--- src/rtl/pingpong_ctrl.sv ---
// pingpong_ctrl: write/read address sequencing for a two-bank ping-pong buffer.
// Define PINGPONG_CTRL_OVF_DET_EN to build the sticky write-overflow flag o_ovf.
module pingpong_ctrl #(
    parameter int DEPTH  = 768,
    parameter int ADDR_W = 10
) (
    input  logic              i_clk,
    input  logic              i_rst,
    input  logic              i_en,
    input  logic              i_data_din_vld,
    output logic              o_din_ready,
    output logic              o_wr_en,
    output logic [ADDR_W-1:0] o_wr_addr,
    output logic              o_switch_pingpong,
    output logic              o_bank_ready,
    input  logic              i_conv_start,
    output logic [ADDR_W-1:0] o_conv_addr,
    output logic              o_conv_addr_vld,
    output logic              o_conv_dout_vld,
    output logic              o_conv_done,
    output logic              o_ovf
);

    typedef enum logic {R_IDLE, R_READ} rd_state_t;

    localparam logic [ADDR_W-1:0] LAST_ADDR = ADDR_W'(DEPTH - 1);
    localparam logic [ADDR_W-1:0] ADDR_ONE  = ADDR_W'(1);

    rd_state_t         rd_state_q, rd_state_d;
    logic [ADDR_W-1:0] wr_addr_q, wr_addr_d;
    logic [ADDR_W-1:0] conv_addr_q, conv_addr_d;
    logic              wfull_q, wfull_d;
    logic              switch_q, switch_d;
    logic              bank_ready_q, bank_ready_d;
    logic              dout_vld_q, dout_vld_d;
    logic              done_q, done_d;

    logic din_ready;
    logic wr_en;
    logic addr_vld;
    logic swap;
    logic start;

    // Swap needs a full write bank and an empty read side; start needs a ready
    // bank, so the two can never fire on the same edge.
    always_comb begin
        din_ready = i_en & ~wfull_q;
        wr_en     = i_data_din_vld & din_ready;
        addr_vld  = i_en & (rd_state_q == R_READ);
        swap      = i_en & wfull_q & (rd_state_q == R_IDLE) & ~bank_ready_q;
        start     = i_en & i_conv_start & bank_ready_q & (rd_state_q == R_IDLE);

        wr_addr_d    = wr_addr_q;
        wfull_d      = wfull_q;
        switch_d     = switch_q;
        bank_ready_d = bank_ready_q;
        rd_state_d   = rd_state_q;
        conv_addr_d  = conv_addr_q;

        if (wr_en) begin
            if (wr_addr_q == LAST_ADDR) begin
                wr_addr_d = '0;
                wfull_d   = 1'b1;
            end else begin
                wr_addr_d = wr_addr_q + ADDR_ONE;
            end
        end

        if (swap) begin
            switch_d     = ~switch_q;
            wfull_d      = 1'b0;
            bank_ready_d = 1'b1;
        end

        if (start) begin
            rd_state_d   = R_READ;
            bank_ready_d = 1'b0;
            conv_addr_d  = '0;
        end

        if (addr_vld) begin
            if (conv_addr_q == LAST_ADDR) begin
                rd_state_d  = R_IDLE;
                conv_addr_d = '0;
            end else begin
                conv_addr_d = conv_addr_q + ADDR_ONE;
            end
        end

        // Read data trails the issued address by the buffer's one-cycle latency.
        dout_vld_d = addr_vld;
        done_d     = addr_vld & (conv_addr_q == LAST_ADDR);
    end

    always_ff @(posedge i_clk) begin
        if (i_rst) begin
            rd_state_q   <= R_IDLE;
            wr_addr_q    <= '0;
            conv_addr_q  <= '0;
            wfull_q      <= 1'b0;
            switch_q     <= 1'b0;
            bank_ready_q <= 1'b0;
            dout_vld_q   <= 1'b0;
            done_q       <= 1'b0;
        end else begin
            rd_state_q   <= rd_state_d;
            wr_addr_q    <= wr_addr_d;
            conv_addr_q  <= conv_addr_d;
            wfull_q      <= wfull_d;
            switch_q     <= switch_d;
            bank_ready_q <= bank_ready_d;
            dout_vld_q   <= dout_vld_d;
            done_q       <= done_d;
        end
    end

`ifdef PINGPONG_CTRL_OVF_DET_EN
    logic ovf_q, ovf_d;

    always_comb begin
        ovf_d = ovf_q | (i_data_din_vld & ~din_ready);
    end

    always_ff @(posedge i_clk) begin
        if (i_rst) begin
            ovf_q <= 1'b0;
        end else begin
            ovf_q <= ovf_d;
        end
    end

    assign o_ovf = ovf_q;
`else
    assign o_ovf = 1'b0;
`endif

    assign o_din_ready       = din_ready;
    assign o_wr_en           = wr_en;
    assign o_wr_addr         = wr_addr_q;
    assign o_switch_pingpong = switch_q;
    assign o_bank_ready      = bank_ready_q;
    assign o_conv_addr       = conv_addr_q;
    assign o_conv_addr_vld   = addr_vld;
    assign o_conv_dout_vld   = dout_vld_q;
    assign o_conv_done       = done_q;

endmodule

--- config.mk ---
export PLATFORM = sky130hd
export DESIGN_NAME = pingpong_ctrl
export DESIGN_NICKNAME = d
export VERILOG_FILES = /design/src/rtl/pingpong_ctrl.sv
export SDC_FILE = /design/constraint.sdc
export NUM_CORES = 1
export LEC_CHECK = 0
export CORE_ASPECT_RATIO = 0.75
export CORE_MARGIN = 8
export CORE_UTILIZATION = 47
export DETAILED_ROUTE_END_ITERATION = 10
export PLACE_DENSITY = 0.78
export SLEW_MARGIN = 10
export SYNTH_ARGS = -nofsm -noshare
export SYNTH_HDL_FRONTEND = slang
export SYNTH_SLANG_ARGS = --single-unit
--- constraint.sdc ---
create_clock -name i_clk -period 1.7 [get_ports i_clk]
set_input_delay 0.34 -clock i_clk [delete_from_list [all_inputs] [get_ports i_clk]]
set_output_delay 0.34 -clock i_clk [all_outputs]
set_load 0.01 [all_outputs]
==> metrics.md <==
| Metric | Value |
|---|---|
| Outcome | completed |
| Prevailing post-synth register cell | dfxtp_1 |
| Post-DRT Antenna Nets | 0 |
| Syn-to-layout area delta | 41.9% |
| Fmax | 604 MHz |
| Layout Nets | 202 |
| Adder-Cell Fraction of Synth Area | 0.0201 |
| Sink Count | 26 |
| GR Util All Layers | 0.146 |
| Crit path buf inv count | 1 |
| Pleak | 0.780 nW |
| Die height | 60.6 um |
| Layout Cells excl Fill | 229 |
| Multi-input gate area | 678 um2 |
| Mean Syn Cell Area | 8.60 um2 |
| Commonest non-fill, non-tap cell in the layout | clkdlybuf4s50_1 |
| Crit. Startpoint | o_wr_addr[7] |
| Via count | 1199 |
| IO Count | 33 |
| Synth Instances | 145 |
| Cells taking the most area after synthesis | dfxtp_1, xnor2_1, nor2_1 |
| Hold bufs inserted after CTS | 0 |
| Filler cell count | 221 |
| Critical Path Start Type | register |
| Sequential Area | 539 um2 |
| Hold Path Stages | 4 |
| Cell Chain, Critical Path | clkdlybuf4s50_1 |
| DRC errors left | 0 |
| Area leader, netlist | dfxtp_1 |
| Synth Area in Compound Gates | 0.134 |
| Crit Path Max Fanout | 4 |
| Gr ovfl total | 0 |
| Starting Density | 0.487 |
| Pins Over Slew Limit | 0 |
| Data arrival, critical path | 1.32 ns |
| Simple-gate portion of the synthesized area | 0.289 |
| CP Data Required Time | 1.36 ns |
| Final setup viols | 0 |
| Pwr/cell area | 534 nW/um2 |
| Vias/cell | 5.24 |
| Clock root buffer | clkbuf_4 |
| Core area | 2560 um2 |
| Synth top area share | 0.417 |
| Num CTS Buffers | 3 |
| H-tree depth | 1 |
| Row count | 16 |
| Post-CTS setup buffer count | 0 |
| Initial drt markers | 47 |
| N_diodes | 0 |
| Final Hold Violating Endpoints | 0 |
| FF-to-FF Start | o_conv_addr[0] |
| Worst Hold Class | in -> reg |
| Total of max-cap violations | 0 |
| Gpl congestion | 0.851 |
| Most frequent cells in the layout | clkdlybuf4s50_1, buf_4, nor2_1 |
| Min Hold Slack | 0.467 ns |
| Top delay family on crit path | buffers and inverters |
| IO buf count | 31 |
| Synth Area in XOR/XNOR | 0.0843 |
| Syn_nets | 152 |
| Global-route wire length before repair | 5160 um |
| Max stage delay on crit path | 0.57 ns |
| Wirelength per Cell | 14.0 um |
| Pre-Repair DR Iteration Count | 4 |
| Die width | 75.5 um |
| Worst Setup End Kind | primary output |
| WS Path Type | reg -> out |
| Register area share after synthesis | 0.417 |
| Levels on crit path | 1 |
| CTS max path bufs | 2 |
| CTS tree | yes |
| Crit-path slowest cell | clkdlybuf4s50_1 |
| Clk_skew | 0.00738 ns |
| Netlist Area Pre-Place | 1250 um2 |
| Mux cell area share after synthesis | 0.00802 |
| Initial antenna violation count | 0 |
| Largest net degree at the start of global routing | 14 |
| Dpl cells | 226 |
| Hold path startpoint | i_en |
| Clock-pin slew on the worst setup and hold paths | 0.14 ns |
| EDFF count, synth | 0 |
| Worst r2r path cells | 5 |
| Detailed Route WL | 3200 um |
| Clock Latency Late Sink | 0.32 ns |
| Register bit total from synthesis | 26 |
| Final min period | 1.66 ns |
| Yosys warning total | 0 |
| R2R Path End | o_conv_addr[7] |
| Share of post-route cells with drive strength above 1 | 0.212 |
| Post-detail-place hpwl | 2450 um |
| Unique masters post-synth | 39 |
| Final Util | 0.691 |
| Largest family of logic cells by synthesized area | simple AND/OR/NAND/NOR gates |
| Die area | 4580 um2 |
| Number of global-route vias before repair | 1168 |
| Ys async rst share | 0 |
| R2r setup slk | 0.10 ns |
| WHS Endpoint | o_conv_done |
| Tcrit/Tclk final | 0.974 |
| Maximum VDD drop | 0.570 mV |
area by class of cell:
| type | instances | area share |
|---|---|---|
| clock buffer | 3 | 0.0127 |
| inverter | 7 | 0.0148 |
| multi-input combinational | 107 | 0.383 |
| sequential | 26 | 0.305 |
| tap | 36 | 0.0254 |
| timing repair buffer | 50 | 0.259 |
how the worst max path moves through the flow:
stage / endpoint / slack, ns
4_1_cts: o_wr_addr[0] / 0.006
2_1_floorplan: o_wr_addr[0] / 0.1
6_report: o_wr_addr[7] / 0.04
5_1_grt: o_conv_addr[7] / -0.05
3_3_place_gp: o_wr_addr[0] / -0.35
3_5_place_dp: o_wr_addr[9] / -0.40
routing by layer:
metal / wire, um / vias up / track usage
met5: 0 / - / 0
met4: 39 / 0 / 0.0545
met3: 219 / 4 / 0.0512
met2: 1550 / 41 / 0.242
met1: 1390 / 553 / 0.169
li1: - / 601 / -
metrics by stage:
stage / total power, mW / setup WS [ns] / setup TNS (ns) / area (um2)
floorplan: 0.662 / 0.0966 / 0 / 1250
global placement: 0.705 / -0.352 / -5.33 / 1720
detailed placement: 0.707 / -0.405 / -6.04 / 1720
CTS: 0.956 / 0.00628 / 0 / 1740
global route: 0.993 / -0.0463 / -0.0463 / 1770
finish: 0.946 / 0.0445 / 0 / 1770
cells in the mapped netlist (2+ instances only):
master and number:
inv_1 7, dfxtp_1 26, nand4_1 4, nand3_1 6, or4_1 2, a31oi_1 2, or3_1 2, xnor2_1 8
xor2_1 4, o21bai_1 2, nor3b_1 2, buf_2 2, nor2_1 16, a21oi_1 7, o31ai_1 2, and2_1 2
and4_1 3, a21o_1 3, buf_4 2, ha_1 2, nor3_1 4, nand2b_1 2, o21ai_0 5, nand2_1 14
nor4_1 2
flip-flops by register name (all words and copies together), names as in the netlist:
register,count
o_conv_dout_vld,1
o_conv_addr,10
o_wr_addr,10
o_switch_pingpong,1
rd_state_q,1
o_bank_ready,1
wfull_q,1
o_conv_done,1
power breakdown:
group	total (mW)	leakage [nW]	switching [mW]	internal (mW)
logic	0.0774	0.551	0.0371	0.0403
registers	0.611	0.216	0.00170	0.609
clock network	0.257	0.0138	0.174	0.0829
total	0.946	0.780	0.213	0.733
worst min-delay path, cell delays in order:
cell and delay (ns):
clkbuf_2 0.13, nand2_2 0.10, or2_2 0.14, nor3_1 0.05
cells by family after synthesis:
logic type                 after synthesis
AOI/OAI and AO/OA                       25
xor gates and xnor gates                12
adders and majority gates                2
buffers and inverters                   12
DFF                                     26
muxes                                    1
other                                    1
and+or+nand+nor                         66
what timing repair did:
item,CTS,global route
endpoints found under the setup margin,16,28
cloned,0,0
pin swaps,0,1
resized for setup,10,19
No activity file was read; power rests on OpenSTA's default activity.
